File: config.mk
export PLATFORM = sky130hd
export DESIGN_NAME = dot_sched
export DESIGN_NICKNAME = d
export VERILOG_FILES = /design/src/rtl/dot_pkg.sv /design/src/rtl/rr_arb2.sv /design/src/rtl/dot_sched.sv
export SDC_FILE = /design/constraint.sdc
export NUM_CORES = 1
export LEC_CHECK = 0
export ABC_AREA = 1
export CORE_MARGIN = 10
export CORE_UTILIZATION = 35
export DETAILED_ROUTE_END_ITERATION = 10
export PLACE_DENSITY_LB_ADDON = 0.3
export SLEW_MARGIN = 20
export SYNTH_ARGS = -nofsm -noshare
export SYNTH_HDL_FRONTEND = slang
export SYNTH_SLANG_ARGS = --single-unit
export TNS_END_PERCENT = 10
File: constraint.sdc
create_clock -name clk -period 4.6 [get_ports clk]
set_input_delay 0.46 -clock clk [delete_from_list [all_inputs] [get_ports clk]]
set_output_delay 0.46 -clock clk [all_outputs]
set_load 0.02 [all_outputs]
File: src/rtl/dot_pkg.sv
// Shared types and default sizing for the time-multiplexed dot-product scheduler.
package dot_pkg;

    localparam int unsigned N_DEF     = 10;
    localparam int unsigned W_DEF     = 4;
    localparam int unsigned ACC_W_DEF = 32;
    localparam int unsigned IDX_W     = $clog2(N_DEF);

    typedef enum logic [1:0] {
        StIdle,
        StAccum,
        StDone
    } state_e;

endpackage

File: src/rtl/rr_arb2.sv
// Two-way round-robin arbiter: on contention the requester not served last wins.
module rr_arb2 (
    input  logic [1:0] req,
    input  logic       last_served,
    output logic [1:0] winner
);

    always_comb begin
        winner = req;
        if (req == 2'b11) begin
            winner = last_served ? 2'b01 : 2'b10;
        end
    end

endmodule

File: src/rtl/dot_sched.sv
// Shares one unsigned MAC between two requesters, producing one N-element dot product per job.
module dot_sched
    import dot_pkg::*;
#(
    parameter int unsigned N     = N_DEF,
    parameter int unsigned W     = W_DEF,
    parameter int unsigned ACC_W = ACC_W_DEF
) (
    input  logic                 clk,
    input  logic                 reset,
    input  logic [1:0]           req,
    input  logic [W-1:0]         x0,
    input  logic [W-1:0]         h0,
    input  logic [W-1:0]         x1,
    input  logic [W-1:0]         h1,
    output logic [1:0]           grant,
    output logic [$clog2(N)-1:0] elem_idx,
    output logic                 busy,
    output logic [ACC_W-1:0]     y,
    output logic                 y_valid,
    output logic                 y_id
);

    localparam int unsigned IW = $clog2(N);
    localparam logic [IW-1:0] LAST_IDX = IW'(N - 1);

    state_e           state_q, state_d;
    logic [1:0]       grant_q, grant_d;
    logic [IW-1:0]    idx_q, idx_d;
    logic [ACC_W-1:0] acc_q, acc_d;
    logic [ACC_W-1:0] y_q, y_d;
    logic             y_id_q, y_id_d;
    logic             y_valid_q, y_valid_d;
    logic             busy_q, busy_d;
    logic             last_q, last_d;

    logic [1:0]       win;
    logic [W-1:0]     op_x, op_h;
    logic [2*W-1:0]   prod;
    logic [ACC_W-1:0] acc_sum;

    rr_arb2 u_arb (
        .req         (req),
        .last_served (last_q),
        .winner      (win)
    );

    // grant_q is one-hot while accumulating, so bit 1 doubles as the owner id.
    assign op_x    = grant_q[1] ? x1 : x0;
    assign op_h    = grant_q[1] ? h1 : h0;
    assign prod    = op_x * op_h;
    assign acc_sum = acc_q + ACC_W'(prod);

    always_comb begin
        state_d   = state_q;
        grant_d   = grant_q;
        idx_d     = idx_q;
        acc_d     = acc_q;
        y_d       = y_q;
        y_id_d    = y_id_q;
        y_valid_d = 1'b0;
        busy_d    = busy_q;
        last_d    = last_q;
        case (state_q)
            StIdle: begin
                if (|req) begin
                    state_d = StAccum;
                    grant_d = win;
                    idx_d   = '0;
                    acc_d   = '0;
                    busy_d  = 1'b1;
                end
            end
            StAccum: begin
                acc_d = acc_sum;
                if (idx_q == LAST_IDX) begin
                    y_d       = acc_sum;
                    y_id_d    = grant_q[1];
                    last_d    = grant_q[1];
                    y_valid_d = 1'b1;
                    grant_d   = 2'b00;
                    idx_d     = '0;
                    state_d   = StDone;
                end else begin
                    idx_d = idx_q + 1'b1;
                end
            end
            StDone: begin
                // Requests seen here are deliberately ignored; arbitration resumes in idle.
                busy_d  = 1'b0;
                state_d = StIdle;
            end
            default: begin
                state_d = StIdle;
            end
        endcase
    end

    always_ff @(posedge clk) begin
        if (reset) begin
            state_q   <= StIdle;
            grant_q   <= 2'b00;
            idx_q     <= '0;
            acc_q     <= '0;
            y_q       <= '0;
            y_id_q    <= 1'b0;
            y_valid_q <= 1'b0;
            busy_q    <= 1'b0;
            last_q    <= 1'b1;
        end else begin
            state_q   <= state_d;
            grant_q   <= grant_d;
            idx_q     <= idx_d;
            acc_q     <= acc_d;
            y_q       <= y_d;
            y_id_q    <= y_id_d;
            y_valid_q <= y_valid_d;
            busy_q    <= busy_d;
            last_q    <= last_d;
        end
    end

    assign grant    = grant_q;
    assign elem_idx = idx_q;
    assign busy     = busy_q;
    assign y        = y_q;
    assign y_valid  = y_valid_q;
    assign y_id     = y_id_q;

endmodule

* Yosys cells after proc, flatten, opt, wreduce, memory -nomap -nowiden
Index checks and enable logic that the tools add are counted.
** Word-level totals
- Output and inout bits :: 41
- Logic and storage cells :: 47
- Bits in registers :: 76
- Bits of input ports :: 20
** Cells by class
- Muxes and demuxes :: 18
- Multipliers :: 1
- Reductions and logical operators :: 10
- Eq/ne operators :: 6
- Add/subtract/negate cells :: 2
- Bitwise logic cells :: 1
** Operator list (count)
- $pmux W32 S2 :: 1
- $add A32 B8 Y32 :: 1
- $mux W32 :: 1
- $mux W4 :: 4
- $mux W2 :: 6
- $mul A4 B4 Y8 :: 1
- $pmux W2 S2 :: 2
- $pmux W4 S2 :: 1
- $reduce_and A2 Y1 :: 4
- $add A4 B1 Y4 const B :: 1
- $eq A2 B2 Y1 const B :: 2
- $eq A4 B4 Y1 const B :: 1
- $ne A2 B2 Y1 const B :: 2
- $reduce_bool A2 Y1 :: 2
- $reduce_or A2 Y1 :: 2
- $reduce_and A3 Y1 :: 1
- $eq A2 B1 Y1 const B :: 1
- $logic_not A2 Y1 :: 1
- $mux W1 :: 2
- $pmux W1 S2 :: 1
- $not A1 Y1 :: 1

* Longest topological paths before layout
Gate-level depths: netlist of the first run.
- Depth after elaboration :: 4
- Mapped depth :: 22
- Depth with buffers taken out :: 21

* Cells and area by module
A second synthesis of the first run with hierarchy kept.
** Unflattened totals
- Cell total of the unflattened synthesis :: 704
- Area, all modules :: 4605.7 um2
** By module, submodules not included
- dot_sched :: cells an instance 699, area each 4584.4 um2, instances 1, seq. area each 1521.5 um2
- rr_arb2 :: cells an instance 5, area each 21.3 um2, instances 1, seq. area each 0.0 um2

* Least setup slack after synthesis of the first run
OpenSTA, ideal clock, no wires.
- Path kind :: register to register
- Start point :: register grant_q[1], in the netlist grant[1]
- End point :: register y_q[12], in the netlist y[12]
- Buffers on the path :: 1
- Clock period less this slack :: 4.040 ns
- Setup time :: 0.109 ns
- Arrival time :: 3.931 ns
- Data required time :: 4.491 ns
- Path slack :: 0.560 ns
- Cell stages (with the launch flop) :: 18
- Cells stage by stage :: dfxtp_1 buf_2 mux2i_1 or2_2 fa_1 fa_1 fa_1 inv_1 ha_1 nand2_1 nand3_1 nand3_1 nand3_2 or2_2 nand2_1 nand2_1 nand2_1 inv_1
** Between the ends
- Longest elaborated chain between the ends :: 3
- Elaborated cells between the ends (all ways) :: 4
- Those cells by class :: add/sub: 1; mul: 1; mux: 2
** RTL lines
- start, declared :: RTL line dot_sched.sv:28 : logic [1:0] grant_q, grant_d;
- start signal, assigned :: RTL line dot_sched.sv:112 : grant_q <= grant_d;
- $mux W4 (on tied branches) :: RTL line dot_sched.sv:49, dot_sched.sv:50
- $mul A4 B4 Y8 (*) :: RTL line dot_sched.sv:51 : assign prod = op_x * op_h;
- $add A32 B8 Y32 (*) :: RTL line dot_sched.sv:52 : assign acc_sum = acc_q + ACC_W'(prod);
- end signal, assigned :: RTL line dot_sched.sv:115 : y_q <= y_d;
- end, declared :: RTL line dot_sched.sv:31 : logic [ACC_W-1:0] y_q, y_d;
Mark *: on every way between the ends. The rest lies on a longest branch, timed or not.
A chain may end at the register's enable or synchronous reset.

* Final worst setup path of the first run
Ends and elaborated chain as after synthesis.

==> results.txt, run 1 <==
The final critical path time including I/O delays and setup is 3.98 ns. Based on the critical path, the design can be clocked at up to 251 MHz. The number of max-capacitance violations reported came out at 0. Tracing the worst setup path back leads to its startpoint at grant[1]. The switching power as a share of total power came out at 0.283. The total routing resource utilization after global routing is 0.128. The register-to-register setup slack is 0.62 ns. After synthesis the netlist holds a flip-flop and latch count of 76. The number of buffers between clock root and the deepest sink came out at 2.

Counting instances in the post-synthesis netlist gives the leading cell types as nand2_1 (204), inv_1 (102), dfxtp_1 (76). The post-layout instance count excluding filler cells came out at 943. The path with the worst hold slack has its endpoint at acc_q[5].

The post-detailed-route via-to-cell ratio is 4.51. The overall power is 1.73 mW. Ranked by total cell area, the synthesized netlist is headed by dfxtp_1 (32%), nand2_1 (16%), inv_1 (8.1%), nor2_1 (5.7%), ha_1 (5.3%).

The number of clock sinks came out at 76. At the worst endpoint, the arrival time is 4.22 ns. The final count of hold timing violations came out at 0. In this run the most critical hold path is launched from acc_q[5]. Detailed routing inserted a total of 4251 vias. In this run the power density over the cells is 298 mW/mm^2. Pin placement for this block handled 61 I/O pins. The number of cells on the worst reg-to-reg path came out at 17. The initial antenna violation count is 0. dfxtp_1 takes more of the synthesized area than any other cell. The number of violations reported at the end of detailed-routing iteration 0 is 308. The leakage power is 2.62 nW. The synthesized area divided by synthesized cell count came out at 6.68 um^2. The total CTS buffers came out at 9. The routed length per instance came out at 12.1 um. The portion of synthesized cell area occupied by the leading cell type came out at 0.323. Port buffering added 60 buffers. The flow ran to the end, and the final reports show no timing, DRC or antenna violations. The number of antenna-violating nets in the routed design came out at 0. The total number of placement rows is 42.

Counting every instance in the synthesized netlist gives 705. The filler cell count came out at 1392. The number of slew-limit violations in the final report is 0. Clock latency on the worst-skew pair, taken at its later pin, is 0.34 ns. The die area is 0.0185 mm^2.

The final-layout setup total negative slack came out at 0 ns. The count of hold-fix buffers inserted at cts came out at 0. For this run, the number of Yosys warnings is 0. Clock-pin slew was measured on the worst setup and hold paths at 0.06 ns. Global routing finished with a remaining overflow of 0.

The H-tree was split into 3 levels. The number of placed cells counting well taps came out at 927. The post-detailed-routing wire length is 11.4 mm. The required time of the worst setup path is 4.84 ns.

Along the worst path, the maximum fanout reaches 10. The number of diodes added for antenna fixing came out at 0. The wire length of the first global-routing pass came out at 19.4 mm.

In the synthesized netlist the dominant register cell turns out to be dfxtp_1. At the pin with the least slew margin, the transition time is 0.851 ns. The quantity of gates resized following cts is 0. The number of setup buffers added after CTS is 0. The fraction of registers with async set or reset after synthesis came out at 0. Counting instances, the worst hold path has a depth of 2. The analysis attributes to net switching a power of 489 uW. The share of power burned in registers is 0.394. The critical path is of the reg -> reg type.

The number of library cell types mapped by synthesis is 35. Across the VDD grid, the largest voltage drop is 0.168 mV. The flip-flop and latch area is 0.00152 mm^2. Setup repair after global routing left no endpoint under its margin. Of the total power, the clock network draws 0.426.

The number of setup violations in the final report is 0. The floorplan step defined a core boundary enclosing 0.0132 mm^2. TritonCTS built the clock tree. The worst setup path is captured at a flip-flop.

The count of nets after finishing is 811. The share of the Yosys chip area taken by registers is 0.323. The die outline height came out at 136 um. The detailed placement HPWL is 8.48 mm.

The number of iterations in the first detailed-routing pass came out at 4. When the netlist entered floorplanning its net count stood at 754. The worst clock skew on the final layout came out at 0.00739 ns. The fraction of power consumed by combinational cells came out at 0.180. The final cycle utilization of the critical path is 0.865. Yosys mapped a number of flops with a built-in enable equal to 0. Internal power comes to 1.24 mW. The area used by multi-input combinational logic is 0.00267 mm^2. The initial utilization of the core area, before any placement, comes to 0.357. The worst pin sits at a relative slew slack of 0.432. The maximum number of pins on one net before global-route repair is 63. The final worst hold slack came out at 0.463 ns. The endpoint identified for the worst register-to-register timing path is y[12].

The share of cells above drive strength 1 came out at 0.100. The worst setup path is launched from a flip-flop. The die is 136 um wide. The congestion estimate from routability-driven global placement came to 0.907.

The area of the mapped netlist came out at 0.00471 mm^2. In this run the critical register-to-register path is launched from grant[1]. The root buffer selected by CTS is clkbuf_16.

The worst hold path belongs to the class reg -> reg. For this run, design rule violations remaining after detail routing come to 0. The area added between synthesis and finish came out at 23.0%. Yosys instantiated no cell more often than nand2_1. The via count of the first global-routing pass is 4006.
==> routing by layer <==
metal  global-route usage  share of wire  vias up
li1                     -              -     2308
met1                0.160           0.49     1867
met2                0.211           0.45       62
met3               0.0299          0.046       14
met4               0.0462          0.017        0
met5                    0              0        -
==> cell type report <==
type,count,share of cell area
Inverter,109,0.0707
Clock inverter,5,0.0104
Multi-Input combinational cell,498,0.461
Timing Repair Buffer,68,0.113
Clock buffer,11,0.0437
Sequential cell,76,0.263
Tap cell,176,0.0380
==> power by group through the flow <==
stage	Sequential, mW	Combinational (mW)	Clock, mW
after detailed placement	0.695	0.315	0
final	0.681	0.310	0.735
after global routing	0.682	0.358	0.784
after global placement	0.695	0.315	0
after floorplan	0.698	0.225	0
after CTS	0.681	0.315	0.753
==> critical path, stage by stage, from the launching register on <==
cell and delay (ns):
dfxtp_1 0.32, buf_4 0.21, mux2i_1 0.15, or2_2 0.31
fa_1 0.51, fa_1 0.52, fa_1 0.51, inv_1 0.04
ha_1 0.36, nand2_1 0.11, nand3_1 0.15, nand3_1 0.12
nand3_2 0.07, or2_2 0.28, nand2_1 0.06, nand2_1 0.05
nand2_1 0.07, inv_1 0.03
==> registers in the layout, summed over array words and instances, names as in the netlist <==
register,flops
grant,2
last_q,1
y_valid,1
elem_idx,4
acc_q,32
busy,1
state_q,2
y,32
y_id,1
==> cell families (layout without fill, tap and decap cells) <==
group                    after synthesis  in the layout  synth area share
flip-flops                            76             76             0.323
adder cells (fa/ha/maj)               29             29            0.0914
XOR/XNOR                              11             11            0.0205
AND/OR/NAND/NOR                      376            376             0.352
multiplexers                           8              8            0.0170
AO/OA/AOI/OAI                         74             74            0.0861
buffers and inverters                131            193             0.110
==> worst max path at each step <==
stage	to	depth (start not counted)	slack, ns
final	y[12]	17	0.62
after global routing	acc_q[27]	18	0.21
after CTS	y[12]	17	0.56
after detailed placement	y[12]	17	0.24
after global placement	y[12]	17	0.26
after floorplan	y[12]	17	0.56
==> metrics by stage <==
stage	util	worst slack (ns)	area, um^2
3_3_place_gp	0.415	0.255	5480
6_report	0.439	0.621	5790
4_1_cts	0.439	0.563	5790
5_1_grt	0.439	0.210	5790
2_1_floorplan	-	0.560	4710
3_5_place_dp	0.415	0.239	5480
==> cells in the final DEF (no fill, tap or decap), types with 8 or more instances in the layout <==
| master | synthesis | final |
|---|---|---|
| a21oi_1 | 41 | 41 |
| buf_4 | 1 | 8 |
| clkbuf_16 | 0 | 9 |
| clkdlybuf4s50_1 | 0 | 59 |
| dfxtp_1 | 76 | 76 |
| fa_1 | 9 | 9 |
| ha_1 | 20 | 20 |
| inv_1 | 102 | 102 |
| mux2i_1 | 8 | 8 |
| nand2_1 | 204 | 204 |
| nand2_2 | 15 | 15 |
| nand3_1 | 47 | 47 |
| nor2_1 | 72 | 72 |
| nor2_2 | 9 | 9 |
| o21ai_0 | 16 | 16 |
| xor2_1 | 8 | 8 |
Note: power is estimated with default switching activity, not from simulation.
==> run 2, diff against run 1 <==
Settings changed: DONT_BUFFER_PORTS set to 1.
==> results.txt, run 2 (synthesis gave the netlist of run 1 again) <==
The worst setup slack after layout is 0.522 ns (-0.0993 ns). The cell area power density is 327 mW/mm^2 (+9.8%). In this run the worst hold path is classified as in -> reg. The vias after detailed routing is 3972 (-6.6%). The worst hold path terminates at y_id. The number of violations reported at the end of detailed-routing iteration 0 is 194 (-37%). The post-detailed-routing wire length is 11.7 mm (+2.1%). The library cell used most frequently in the layout, excluding fill and tap cells, is nand2_1. The clock insertion delay at the later pin of the skew report came out at 0.34 ns (about the same). The final critical path time including I/O delays and setup came out at 4.08 ns (+0.0993 ns). The biggest cell delay along the critical path came to 0.52 ns (about the same). The category of the worst setup path launch point is a flip-flop.

The area of the placeable core was 0.0132 mm^2 (unchanged). In the layout the commonest cells are nand2_1 (204), inv_1 (102), dfxtp_1 (75), nor2_1 (72), nand3_1 (47). The effective utilization at floorplan is 0.357 (unchanged). In this run the critical register-to-register path is captured at y[12].

The share of cells above drive strength 1 was 0.103 (+0.00217). The final cycle utilization of the critical path is 0.887 (+0.0216). The required time of the worst setup path came out at 4.84 ns (about the same). The tree is rooted in a clkbuf_16. The wire length of the first global-routing pass is 19.2 mm (-1.4%).

The maximum number of pins on one net before global-route repair came to 64 (+1.6%). The filler cell count is 1414 (+1.6%). The via count of the first global-routing pass is 3774 (-5.8%).

The final count of hold timing violations is 0 (unchanged). The cell occurring most often along the worst timing path is nand2_1. The die area is 0.0185 mm^2 (unchanged).

The fmax is 245 MHz (-2.4%). The number of max-capacitance violations reported is 0 (unchanged). The clock-pin slew reported for the worst setup and hold paths after clock tree synthesis is 0.06 ns (about the same).

The number of diodes added for antenna fixing came out at 0 (unchanged). The pre-CTS setup slack came out at 0.338 ns (+0.0991 ns). The die outline height is 136 um (unchanged). The total routing resource utilization after global routing is 0.130 (+0.00162).

The number of instances on the worst hold path came to 1 (-1). The global-route congestion overflow total is 0 (unchanged). The leakage power is 2.39 nW (-8.9%). The post-detailed-route via-to-cell ratio came out at 4.52 (+0.35%). The worst-margin pin slew was 0.924 ns (+0.0736 ns). The worst setup path is captured at a flip-flop. The number of iterations in the first detailed-routing pass is 5 (+1). Relative to the synthesized area, the layout overhead comes to 9.46%. The number of setup violations in the final report is 0 (unchanged). The routability-driven placement congestion ratio is 0.839 (-7.5%).

The fraction of the core area covered by cells at the end of the flow came out at 0.391 (-0.0482). The number of antenna-violating nets in the routed design is 0 (unchanged). The critical path goes through mux2i_1 > or2_2 > fa_1 > fa_1 > fa_1 > inv_1 > ha_1 > nand2_1 > nand3_1 > nand3_1 > nand3_2 > or2_2 > nand2_1 > nand2_1 > nand2_1 > inv_1. The number of slew-limit violations in the final report came to 0 (unchanged).

The highest net fanout along the worst path is 10 (unchanged). The critical path is of the reg -> reg type. The detailed placement HPWL was 8.59 mm (+1.3%). The count of port buffers added during placement is 0 (-100%). The number of clock sinks came out at 76 (unchanged). The CTS tree is yes. The routed length per instance is 13.3 um (+9.7%).

The data arrival time of the worst path is 4.32 ns (+0.10 ns). The worst clock skew on the final layout is 0.00867 ns (+0.00129 ns). The register-to-register setup slack is 0.52 ns (-0.10 ns).

The count of nets after finishing came out at 747 (-7.9%). The total CTS buffers came to 9 (unchanged). The start of the worst register-to-register path is grant[1]. The number of buffers between clock root and the deepest sink came out at 2 (unchanged).

The number of cells on the worst reg-to-reg path was 16 (-1). The initial antenna violation count came to 0 (unchanged). The run finished with clean final reports.

The peak supply drop is 0.196 mV (+17%). The number of top-level pins came to 61 (unchanged). Setup repair after global routing left no endpoint under its margin.

The maximum level of the CTS H-tree is 3 (unchanged). The final-layout setup total negative slack came out at 0 ns (unchanged). The die extent in x is 136 um (unchanged). The count of unresolved DRC violations after routing came out at 0 (unchanged). The startpoint identified for the worst hold timing path is reset. The tightest slew margin relative to the limit came out at 0.382 (-0.0492). The total number of placement rows is 42 (unchanged). Among all stages on the critical path, the largest delay is contributed by fa_1.
run 2: report_power, final:
| group | leakage [nW] | internal [mW] | switching, mW |
|---|---|---|---|
| Sequential | 0.614 | 0.673 | 0.0143 |
| Clock | 0.151 | 0.446 | 0.284 |
| Combinational | 1.62 | 0.0944 | 0.177 |
| Total | 2.39 | 1.21 | 0.475 |
run 2: repair_timing:
action | in CTS | in global routing
gates resized for setup | 0 | 1
hold buffers | 0 | 0
buffers inserted | 0 | 0
endpoints found under the setup margin | 0 | 1
run 2: metrics by stage:
| stage | instance area, um^2 | cells | hold slack [ns] | power, mW |
|---|---|---|---|---|
| 6_report | 5150 | 878 | 0.189 | 1.69 |
| 5_1_grt | 5150 | 878 | 0.171 | 1.78 |
| 4_1_cts | 5150 | 878 | 0.179 | 1.71 |
| 3_5_place_dp | 4850 | 863 | 0.453 | 0.977 |
| 3_3_place_gp | 4850 | 863 | 0.449 | 0.978 |
| 2_1_floorplan | 4710 | 705 | 0.440 | 0.923 |
run 2: worst max path at each step:
stage	from	end	slack, ns	cells after the start
2_1_floorplan	grant[1]	y[12]	0.56	17
5_1_grt	grant[1]	y[12]	0.17	16
3_5_place_dp	grant[1]	y[12]	0.34	16
3_3_place_gp	grant[1]	y[12]	0.40	16
6_report	grant[1]	y[12]	0.52	16
4_1_cts	grant[1]	y[12]	0.32	16
run 2: routing by layer:
metal | up-vias | track usage | routed length [um] | share of wire
met5 | - | 0 | 0 | 0
met4 | 0 | 0.0402 | 131 | 0.011
met3 | 11 | 0.0428 | 674 | 0.058
met2 | 41 | 0.215 | 5350 | 0.46
met1 | 1749 | 0.156 | 5500 | 0.47
li1 | 2171 | - | - | -
run 2: worst max-delay path: cells and delay by family, from the launching register on:
kind | cells | cell delay (ns)
AND/OR/NAND/NOR | 9 | 1.34
adder cells (fa/ha/maj) | 4 | 1.91
buffers and inverters | 2 | 0.08
multiplexers | 1 | 0.18
flip-flops | 1 | 0.48
run 2: layout make-up:
type | count | area, um^2 | share of cell area
multi-input cells | 498 | 2670 | 0.518
well taps | 176 | 220 | 0.0427
clock inverters | 4 | 48.8 | 0.00947
inverters | 109 | 409 | 0.0794
flip-flops and latches | 76 | 1520 | 0.295
repair buffers | 4 | 30.0 | 0.00583
clock buffers | 11 | 253 | 0.0490
==> run 3, diff against run 2 <==
Settings changed: CORE_UTILIZATION 35 to 50.
Clock period 4.6 ns to 4.8 ns, I/O delays scaled along.
==> results.txt, run 3 (synthesis gave the netlist of run 1 again) <==
The die extent in x came to 117 um (-14%). The initial antenna violation count is 0 (unchanged). The quantity of gates resized following cts was 0 (unchanged). The number of instances on the worst hold path came out at 1 (unchanged). The filler cell count came to 904 (-36%). The count of port buffers added during placement is 0 (unchanged). The post-detailed-route via-to-cell ratio came out at 5.14 (+14%). The die outline height is 117 um (-14%).

The area added between synthesis and finish came out at 5.31%. By instance count, the cell type seen most on the critical path is nand2_1. The post-CTS setup repair buffer count is 0 (unchanged).

The final-layout setup total negative slack was 0 ns (unchanged). The run finished with clean final reports. The number of setup violations in the final report came out at 0 (unchanged). In this run the worst hold path is classified as in -> reg. The clock-pin slew reported for the worst setup and hold paths after clock tree synthesis is 0.09 ns (+0.03 ns).

The wire length of the first global-routing pass came out at 19.1 mm (-0.18%). The via count of the first global-routing pass is 4122 (+9.2%). The clock insertion delay at the later pin of the skew report came out at 0.37 ns (+0.03 ns). The share of cells above drive strength 1 came out at 0.0999 (-0.00271). In the layout the commonest cells are nand2_1 (204), inv_1 (102), dfxtp_1 (76), nor2_1 (72), nand3_1 (47). STA classifies the critical path startpoint as a flip-flop. The number of antenna-violating nets in the routed design is 0 (unchanged). The total number of placement rows is 35 (-17%). The number of diodes added for antenna fixing came to 0 (unchanged).

The start point of the worst hold path is reset. By startpoint and endpoint, the worst setup path is classified as reg -> reg. The routed length per instance came out at 13.8 um (+3.6%). The number of cells on the worst reg-to-reg path is 16 (unchanged). The vias after detailed routing came out at 4173 (+5.1%).

The count of nets after finishing came out at 745 (-0.27%). The number of iterations in the first detailed-routing pass is 4 (-1). The global-route congestion overflow total came out at 0 (unchanged). Clock tree synthesis selected as its root buffer the cell clkbuf_8.

The tightest slew margin relative to the limit came to 0.418 (+0.0353). The routability-driven placement congestion ratio came out at 0.937 (+12%). The highest net fanout along the worst path came to 10 (unchanged). The effective utilization at floorplan was 0.512 (+0.155).

The detailed placement HPWL came out at 8.15 mm (-5.1%). Among all stages on the critical path, the largest delay is contributed by dfxtp_1. The number of clock sinks is 76 (unchanged). The final count of hold timing violations came out at 0 (unchanged). The final cycle utilization of the critical path came out at 0.886 (about the same).

The biggest cell delay along the critical path came to 0.60 ns (+0.08 ns). The maximum level of the CTS H-tree came out at 3 (unchanged). In this run the critical register-to-register path is launched from grant[1]. The most common cell after layout, fill and taps aside is nand2_1. The area of the placeable core is 0.00920 mm^2 (-30%). The number of buffers between clock root and the deepest sink came out at 2 (unchanged). The path with the worst hold slack has its endpoint at grant[0].

The worst setup path is captured at a flip-flop. The final worst hold slack came out at 0.179 ns (-0.00994 ns). The number of top-level pins came to 61 (unchanged). The count of unresolved DRC violations after routing was 0 (unchanged). The number of slew-limit violations in the final report is 0 (unchanged). The endpoint of the worst register-to-register path is y[12]. The total CTS buffers was 9 (unchanged). The number of violations reported at the end of detailed-routing iteration 0 is 326 (+68%). The peak supply drop came to 0.113 mV (-42%).

The die area is 0.0137 mm^2 (-26%). The data arrival time of the worst path is 4.52 ns (+0.20 ns). The count of hold-fix buffers inserted at cts is 0 (unchanged). Setup repair after global routing left no endpoint under its margin. The worst-margin pin slew is 0.871 ns (-0.0529 ns).

The total routing resource utilization after global routing is 0.174 (+0.0442). The register-to-register setup slack is 0.55 ns (+0.03 ns). The leakage power came out at 2.32 nW (-2.7%). The worst clock skew on the final layout is 0.0137 ns (+0.00507 ns).

The flip-flop and latch area is 0.00152 mm^2 (about the same). TritonCTS built the clock tree. Walking the worst path, the cells encountered are mux2i_1 > or2_2 > fa_1 > fa_1 > fa_1 > inv_1 > ha_1 > nand2_1 > nand3_1 > nand3_1 > nand3_2 > or2_2 > nand2_1 > nand2_1 > nand2_1 > inv_1.

The post-detailed-routing wire length is 11.2 mm (-4.2%). The cell area power density came out at 289 mW/mm^2 (-12%). The area used by multi-input combinational logic was 0.00267 mm^2 (unchanged). The maximum number of pins on one net before global-route repair came out at 64 (unchanged). The number of max-capacitance violations reported came out at 0 (unchanged). The final critical path time including I/O delays and setup came to 4.25 ns (+0.174 ns). The required time of the worst setup path came out at 5.06 ns (+0.22 ns).

The fmax is 235 MHz (-4.1%).
-- run 3: changes by cell type in the layout (fill, tap and decap cells not counted), sizes merged --
cell      delta
clkbuf       -2
inv          +3
clkinvlp     +2
buf          -2
clkinv       -2
-- run 3: metrics by stage --
| step | area (um^2) | std cells | utilization | setup slack (ns) | power, mW |
|---|---|---|---|---|---|
| floorplan | 4710 | 705 | - | 0.760 | 0.885 |
| global placement | 4750 | 796 | 0.517 | 0.667 | 0.927 |
| detailed placement | 4750 | 796 | 0.517 | 0.588 | 0.932 |
| CTS | 4960 | 812 | 0.539 | 0.552 | 1.44 |
| global route | 4960 | 812 | 0.539 | 0.261 | 1.51 |
| finish | 4960 | 812 | 0.539 | 0.548 | 1.43 |
-- run 3: area by class of cell --
cell class / count / share of cell area
timing repair buffer: 2 / 0.00303
tap: 111 / 0.0280
inverter: 109 / 0.0825
clock inverter: 7 / 0.0161
sequential: 76 / 0.307
clock buffer: 9 / 0.0250
multi-input combinational: 498 / 0.538
-- run 3: power by group --
part | internal (mW) | switching (mW)
registers | 0.644 | 0.0136
clock network | 0.246 | 0.270
logic | 0.0897 | 0.171
-- run 3: worst max-delay path: cells and delay by family, from the launching register on --
| family | cells | cell delay, ns |
|---|---|---|
| and+or+nand+nor | 9 | 1.33 |
| muxes | 1 | 0.24 |
| adders and majority gates | 4 | 1.89 |
| DFF | 1 | 0.60 |
| buffers and inverters | 2 | 0.07 |
-- run 3: worst max-delay path by stage --
stage	startpoint	end	slack (ns)
6_report	grant[1]	y[12]	0.55
5_1_grt	grant[1]	y[12]	0.26
4_1_cts	grant[1]	y[12]	0.55
3_5_place_dp	grant[1]	y[12]	0.59
3_3_place_gp	grant[1]	y[12]	0.67
2_1_floorplan	grant[1]	y[12]	0.76
-- run 3: routing by layer --
metal	GRT usage	vias up	wire length [um]
li1	-	2170	-
met1	0.204	1881	4960
met2	0.295	102	5030
met3	0.0449	20	917
met4	0.0725	0	274
met5	0	-	0
